===== src/rtl/alu_arbiter_pkg.sv =====
// -----------------------------------------------------------------------------
// alu_arbiter_pkg
// Shared definitions for the ALU arbiter slice: ALU opcode constants, requester
// identifiers, arbiter state encoding and the helper that turns an opcode into
// the hold-counter load value.
// -----------------------------------------------------------------------------
package alu_arbiter_pkg;

   // ALU opcodes (5-bit opCode field)
   localparam logic [4:0] ALUOp_ADD = 5'd0;
   localparam logic [4:0] ALUOp_SUB = 5'd1;
   localparam logic [4:0] ALUOp_AND = 5'd2;
   localparam logic [4:0] ALUOp_OR  = 5'd3;
   localparam logic [4:0] ALUOp_XOR = 5'd4;
   localparam logic [4:0] ALUOp_SLL = 5'd5;
   localparam logic [4:0] ALUOp_SRL = 5'd6;
   localparam logic [4:0] ALUOp_SRA = 5'd7;
   localparam logic [4:0] ALUOp_MUL = 5'd8;
   localparam logic [4:0] ALUOp_MOV = 5'd9;

   // Requester identifiers
   typedef enum logic {
      REQ_CPU = 1'b0,
      REQ_PIX = 1'b1
   } req_e;

   // Arbiter states
   typedef enum logic {
      ST_IDLE = 1'b0,
      ST_EXEC = 1'b1
   } state_e;

   // Counter load value: number of hold cycles minus one. MUL is a multicycle
   // path; everything else, including unknown opcodes, uses the short count.
   function automatic logic [3:0] op_count(input logic [4:0]  op,
                                           input int unsigned mul_cycles,
                                           input int unsigned alu_cycles);
      int unsigned n;
      if (op == ALUOp_MUL) begin
         n = mul_cycles;
      end else begin
         n = alu_cycles;
      end
      return 4'(n - 32'd1);
   endfunction

endpackage


===== src/rtl/alu_arbiter.sv =====
// -----------------------------------------------------------------------------
// alu_arbiter
// Round-robin arbiter sharing one combinational ALU between the CPU datapath
// (port 0) and the pixel engine (port 1). One request is accepted in IDLE; its
// operands are then held on the alu_* outputs for the op's latency, the result
// (and, for the CPU, the flags) is captured, and a one-cycle rsp_valid pulse is
// returned to the owner.
//   clk, reset                      clock, synchronous active-high reset
//   cpu_req_valid/ready, cpu_op/src/dst   CPU request handshake and operands
//   cpu_rsp_valid, cpu_result, cpu_psr    CPU response pulse, result, flags
//   pix_req_valid/ready, pix_op/src/dst   pixel request handshake and operands
//   pix_rsp_valid, pix_result             pixel response pulse, result
//   alu_op/src/dst, alu_result/psr        shared ALU interface
//   busy                                  high while an op is in flight
// -----------------------------------------------------------------------------
module alu_arbiter
   import alu_arbiter_pkg::*;
#(
   parameter int MUL_CYCLES = 3,
   parameter int ALU_CYCLES = 1
)
(
   input  logic        clk,
   input  logic        reset,
   input  logic        cpu_req_valid,
   output logic        cpu_req_ready,
   input  logic [4:0]  cpu_op,
   input  logic [31:0] cpu_src,
   input  logic [31:0] cpu_dst,
   output logic        cpu_rsp_valid,
   output logic [31:0] cpu_result,
   output logic [4:0]  cpu_psr,
   input  logic        pix_req_valid,
   output logic        pix_req_ready,
   input  logic [4:0]  pix_op,
   input  logic [31:0] pix_src,
   input  logic [31:0] pix_dst,
   output logic        pix_rsp_valid,
   output logic [31:0] pix_result,
   output logic [4:0]  alu_op,
   output logic [31:0] alu_src,
   output logic [31:0] alu_dst,
   input  logic [31:0] alu_result,
   input  logic [4:0]  alu_psr,
   output logic        busy
);

   localparam int unsigned MUL_N = MUL_CYCLES;
   localparam int unsigned ALU_N = ALU_CYCLES;

   state_e      state_r;
   logic [3:0]  count_r;
   req_e        owner_r;
   req_e        last_grant_r;
   logic        grant_cpu_s;
   logic        grant_pix_s;

   // Round-robin grant; only meaningful in IDLE, and a tie goes to whichever
   // port did not win last time.
   always_comb begin
      grant_cpu_s = 1'b0;
      grant_pix_s = 1'b0;
      if (state_r == ST_IDLE) begin
         if (cpu_req_valid && pix_req_valid) begin
            if (last_grant_r == REQ_PIX) begin
               grant_cpu_s = 1'b1;
            end else begin
               grant_pix_s = 1'b1;
            end
         end else if (cpu_req_valid) begin
            grant_cpu_s = 1'b1;
         end else if (pix_req_valid) begin
            grant_pix_s = 1'b1;
         end else begin
            grant_cpu_s = 1'b0;
         end
      end else begin
         grant_cpu_s = 1'b0;
      end
   end

   assign cpu_req_ready = grant_cpu_s;
   assign pix_req_ready = grant_pix_s;
   assign busy          = (state_r != ST_IDLE);

   // Arbiter FSM: accept, hold operands while the counter runs, capture and
   // pulse the owner's response.
   always_ff @(posedge clk) begin
      if (reset) begin
         state_r       <= ST_IDLE;
         count_r       <= 4'd0;
         owner_r       <= REQ_CPU;
         last_grant_r  <= REQ_PIX;
         alu_op        <= 5'd0;
         alu_src       <= 32'd0;
         alu_dst       <= 32'd0;
         cpu_result    <= 32'd0;
         cpu_psr       <= 5'd0;
         pix_result    <= 32'd0;
         cpu_rsp_valid <= 1'b0;
         pix_rsp_valid <= 1'b0;
      end else begin
         cpu_rsp_valid <= 1'b0;
         pix_rsp_valid <= 1'b0;
         case (state_r)
            ST_IDLE: begin
               if (grant_cpu_s) begin
                  alu_op       <= cpu_op;
                  alu_src      <= cpu_src;
                  alu_dst      <= cpu_dst;
                  owner_r      <= REQ_CPU;
                  last_grant_r <= REQ_CPU;
                  count_r      <= op_count(cpu_op, MUL_N, ALU_N);
                  state_r      <= ST_EXEC;
               end else if (grant_pix_s) begin
                  alu_op       <= pix_op;
                  alu_src      <= pix_src;
                  alu_dst      <= pix_dst;
                  owner_r      <= REQ_PIX;
                  last_grant_r <= REQ_PIX;
                  count_r      <= op_count(pix_op, MUL_N, ALU_N);
                  state_r      <= ST_EXEC;
               end else begin
                  // alu_* deliberately hold their last values
                  state_r <= ST_IDLE;
               end
            end
            ST_EXEC: begin
               if (count_r != 4'd0) begin
                  count_r <= count_r - 4'd1;
               end else begin
                  if (owner_r == REQ_CPU) begin
                     cpu_result    <= alu_result;
                     cpu_psr       <= alu_psr;
                     cpu_rsp_valid <= 1'b1;
                  end else begin
                     pix_result    <= alu_result;
                     pix_rsp_valid <= 1'b1;
                  end
                  state_r <= ST_IDLE;
               end
            end
            default: begin
               state_r <= ST_IDLE;
               count_r <= 4'd0;
            end
         endcase
      end
   end

endmodule

===== config.mk =====
export PLATFORM = sky130hd
export DESIGN_NAME = alu_arbiter
export DESIGN_NICKNAME = d
export VERILOG_FILES = /design/src/rtl/alu_arbiter_pkg.sv /design/src/rtl/alu_arbiter.sv
export SDC_FILE = /design/constraint.sdc
export NUM_CORES = 1
export LEC_CHECK = 0
export ABC_AREA = 1
export CORE_ASPECT_RATIO = 0.6
export CORE_MARGIN = 10
export CORE_UTILIZATION = 43
export DETAILED_ROUTE_END_ITERATION = 6
export PLACE_DENSITY = 0.87
export SLEW_MARGIN = 20
export SYNTH_ARGS = -nofsm -noshare
export SYNTH_HDL_FRONTEND = slang
export SYNTH_SLANG_ARGS = --single-unit

===== constraint.sdc =====
create_clock -name clk -period 2.6 [get_ports clk]
set_input_delay 0.65 -clock clk [delete_from_list [all_inputs] [get_ports clk]]
set_output_delay 0.65 -clock clk [all_outputs]
set_load 0.05 [all_outputs]

==> summary.md <==
The flow ran to the end, and the final reports show no timing, DRC or antenna violations. For the worst setup path, the data required time is 1.95 ns. Post-route clock period utilization: 90.9%.

The first routing iteration left 530 violations. Clock-pin slew was measured on the worst setup and hold paths at 0.06 ns. Yosys printed 0 warnings.

Clock tree synthesis selected as its root buffer the cell sky130_fd_sc_hd__clkbuf_16. The run gives 6549 as the total via count in the routed design. For this run, the slowest stage of the critical path takes 0.45 ns. The worst setup path is of the primary input to primary output kind. The die covers 0.0195 mm2. During I/O placement, the number of pins put on the boundary was 322. Once detail routing completed, the nets flagged for antenna violations numbered 0. The commonest cells after synthesis are sky130_fd_sc_hd__nor2_1 (158), sky130_fd_sc_hd__dfxtp_1 (147), sky130_fd_sc_hd__nand2_1 (147).

After clock tree synthesis, the flow added hold-fix buffers numbering 0. For the total iterations of the first detailed-routing run, the log shows 7. The tools report the number of slew-limit violations in the final report as 0. The tools report the final routed DRC violation total as 0. The sequential area share after synthesis was 48.2%; the post-CTS setup-driven buffer insertion count was 0. The clock net in this run drives a total of 147 sinks.

Together, buffers and inverters on the worst path number 4. Aggregate negative setup slack: 0 ns. The maximum number of pins on one net before global-route repair was 52. The number of global-route vias before repair is 6365. The most used flip-flop cell after synthesis was sky130_fd_sc_hd__dfxtp_1. At the pin with the least slew margin, the transition time is 1.02 ns. The first global-routing pass estimated 36500 um of wire. The routed wire length is 23500 um, and the largest fanout of any net on the critical path is 7. Using the TritonRoute via totals, the vias-per-cell ratio works out to 4.92. Setup repair after global routing left no endpoint under its margin.

The routed wire length per instance came out at 17.7 um. The static leakage came out at 4.55 nW. The horizontal extent of the die works out to 174 um. For the maximum root-to-sink buffer count, the log shows 2. The depth of the worst register-to-register path is 6, and the height of the die is 112 um. The tightest min-delay check is of the flip-flop to flip-flop type. Data arrives at the worst endpoint at 1.71 ns. After global routing the overflow that remains totals 0.

Measured against its own limit, the worst slew margin works out to 31.6%. The hold path depth is 2, and the top achievable clock speed is 0.423 GHz. After synthesis the netlist holds a flip-flop and latch count of 147.

The library cell with the largest summed area after synthesis was sky130_fd_sc_hd__dfxtp_1. The logs give 1300 for the number of instances in the placed design and 0 for the final setup violation count. Counting flops with an async set or reset pin after synthesis yields a share of 0%. The count of endpoints failing hold in the final timing report is 0, and the post-synthesis instance area is 0.00610 mm2.

In the post-synthesis netlist, the cell with the most instances is sky130_fd_sc_hd__nor2_1. The number of H-tree levels was 4; the average size of a mapped cell was 7.40 um2. The number of buffers added on ports works out to 321. The insertion delay of the later-clocked pin in the worst-skew pair was 0.41 ns; the count of distinct cell types in the synthesized netlist was 25. The worst setup path is captured at a primary output.

The logs give 0.389 mV for the maximum ir drop on the vdd rail and 0.890 for the final estimated routing congestion in global placement. The worst setup path is launched from a primary input. Power spread over the standard cell area amounts to 736 mW/mm2. TritonCTS built the clock tree. Counting the buffers created by CTS gives 17. The total nets after synthesis is 1003. The proportion of layout cells with a drive suffix above 1 was 5.79%.

For the total of cells resized after clock tree synthesis, the log shows 0. At the end of the flow, the number of nets in the layout was 1306. The tools report the worst clock skew as 0.0173 ns. The final HPWL from detailed placement is 17700 um. In this run, synthesis inferred 0 flip-flops with an integrated enable. The total routing usage reported by global routing was 22.9%.

The region available for standard cell placement spans 0.0138 mm2. From synthesis to final layout, the design area changed by 65.4%. The total number of placement rows came out at 33. By area the synthesized netlist is led by sky130_fd_sc_hd__dfxtp_1 (48%), sky130_fd_sc_hd__nor2_1 (9.7%), sky130_fd_sc_hd__nand2_1 (9.0%). Traced cell by cell, the critical path runs through clkdlybuf4s50_1, inv_1, nor2_8, nand2_4, inv_2, buf_12. The number of antenna diodes in the final layout is 0. Number of antenna violations at the first check in global routing: 0. The final period demand of the worst path came out at 2.36 ns. The finished layout holds 1332 standard cells, fillers aside.

The share of synthesized area in the top cell type comes to 48.2%. The run gives 824 as the number of instances in the synthesized netlist. The slowest stage of the critical path belongs to the cell sky130_fd_sc_hd__clkdlybuf4s50_1. Kind of cell with the highest combined delay on the critical path: buffers and inverters. Starting utilization of the core area: 44.2%.

Max-cap violations in this run came to 0. Counting buffers and inverters, the worst setup path is 6 cells deep.
area by class of cell:
cell class                      instances  area (um2)
Inverter                               86         327
Tap cell                              192         240
Clock inverter                         15         164
Sequential cell                       147        2940
Clock buffer                           17         425
Fill cell                            1102        3700
Timing Repair Buffer                  342        3470
Multi-Input combinational cell        533        2520
per-layer routing:
layer	global-route usage (%)	vias up	share of wire (%)
met1	27.6	3009	42
met4	5.79	0	1.5
met5	0	-	0
met3	7.46	22	8.7
li1	-	3262	-
met2	39.0	256	48
stage by stage:
stage	hold WS (ns)	util (%)	instance area (um2)	power, mW	setup WS [ns]
6_report	0.477	73.1	10100	7.43	0.237
5_1_grt	0.503	73.1	10100	7.74	0.0814
3_3_place_gp	0.454	68.9	9500	5.01	0.230
4_1_cts	0.482	73.1	10100	7.48	0.223
2_1_floorplan	0.443	-	6100	4.09	0.544
3_5_place_dp	0.473	68.9	9500	5.05	0.205
worst reg2reg max path: stages (launching register included):
cell                       delay [ns]
sky130_fd_sc_hd__dfxtp_1         0.34
sky130_fd_sc_hd__buf_4           0.21
sky130_fd_sc_hd__inv_1           0.14
sky130_fd_sc_hd__nor3_4          0.20
sky130_fd_sc_hd__clkinv_1        0.82
sky130_fd_sc_hd__nor2_1          0.39
sky130_fd_sc_hd__nor2_1          0.11
logic make-up (layout without fill, tap and decap cells):
kind of cell,count (synthesis),after routing,synth area share [%]
buffers and inverters,144,460,10.5
AO/OA/AOI/OAI,147,147,15.0
flip-flops,147,147,48.2
AND/OR/NAND/NOR,386,386,26.3
cell usage in the layout (no fill, tap or decap), types with 4 or more instances in the layout:
cell	instances
sky130_fd_sc_hd__buf_12	8
sky130_fd_sc_hd__nand2_1	147
sky130_fd_sc_hd__o211ai_1	66
sky130_fd_sc_hd__clkinvlp_4	4
sky130_fd_sc_hd__buf_4	15
sky130_fd_sc_hd__inv_8	5
sky130_fd_sc_hd__o21ai_0	71
sky130_fd_sc_hd__clkdlybuf4s50_1	319
sky130_fd_sc_hd__dfxtp_1	147
sky130_fd_sc_hd__nor2_1	158
sky130_fd_sc_hd__inv_1	81
sky130_fd_sc_hd__clkbuf_16	17
sky130_fd_sc_hd__a21oi_1	5
sky130_fd_sc_hd__nand3_1	72
sky130_fd_sc_hd__o21ai_1	4
worst paths after layout:
path | startpoint | end | slack (ns)
worst max-delay path | cpu_req_valid | cpu_req_ready | 0.24
worst min-delay path | count_r[3] | count_r[3] | 0.48
worst max register to register | busy | pix_result[30] | 0.27
worst min register to register | count_r[3] | count_r[3] | 0.48
state kept, by name (all words and copies together) (netlist names), 4 cells and up:
name and cells:
alu_dst 32, alu_op 5, alu_src 32, count_r 4
cpu_psr 5, cpu_result 32, pix_result 32
report_power, final:
part	internal (mW)	switching (mW)
Combinational	0.879	1.51
Sequential	2.49	0.123
Clock	1.36	1.06
Total	4.73	2.69
Power figures use the tool's default switching activity.
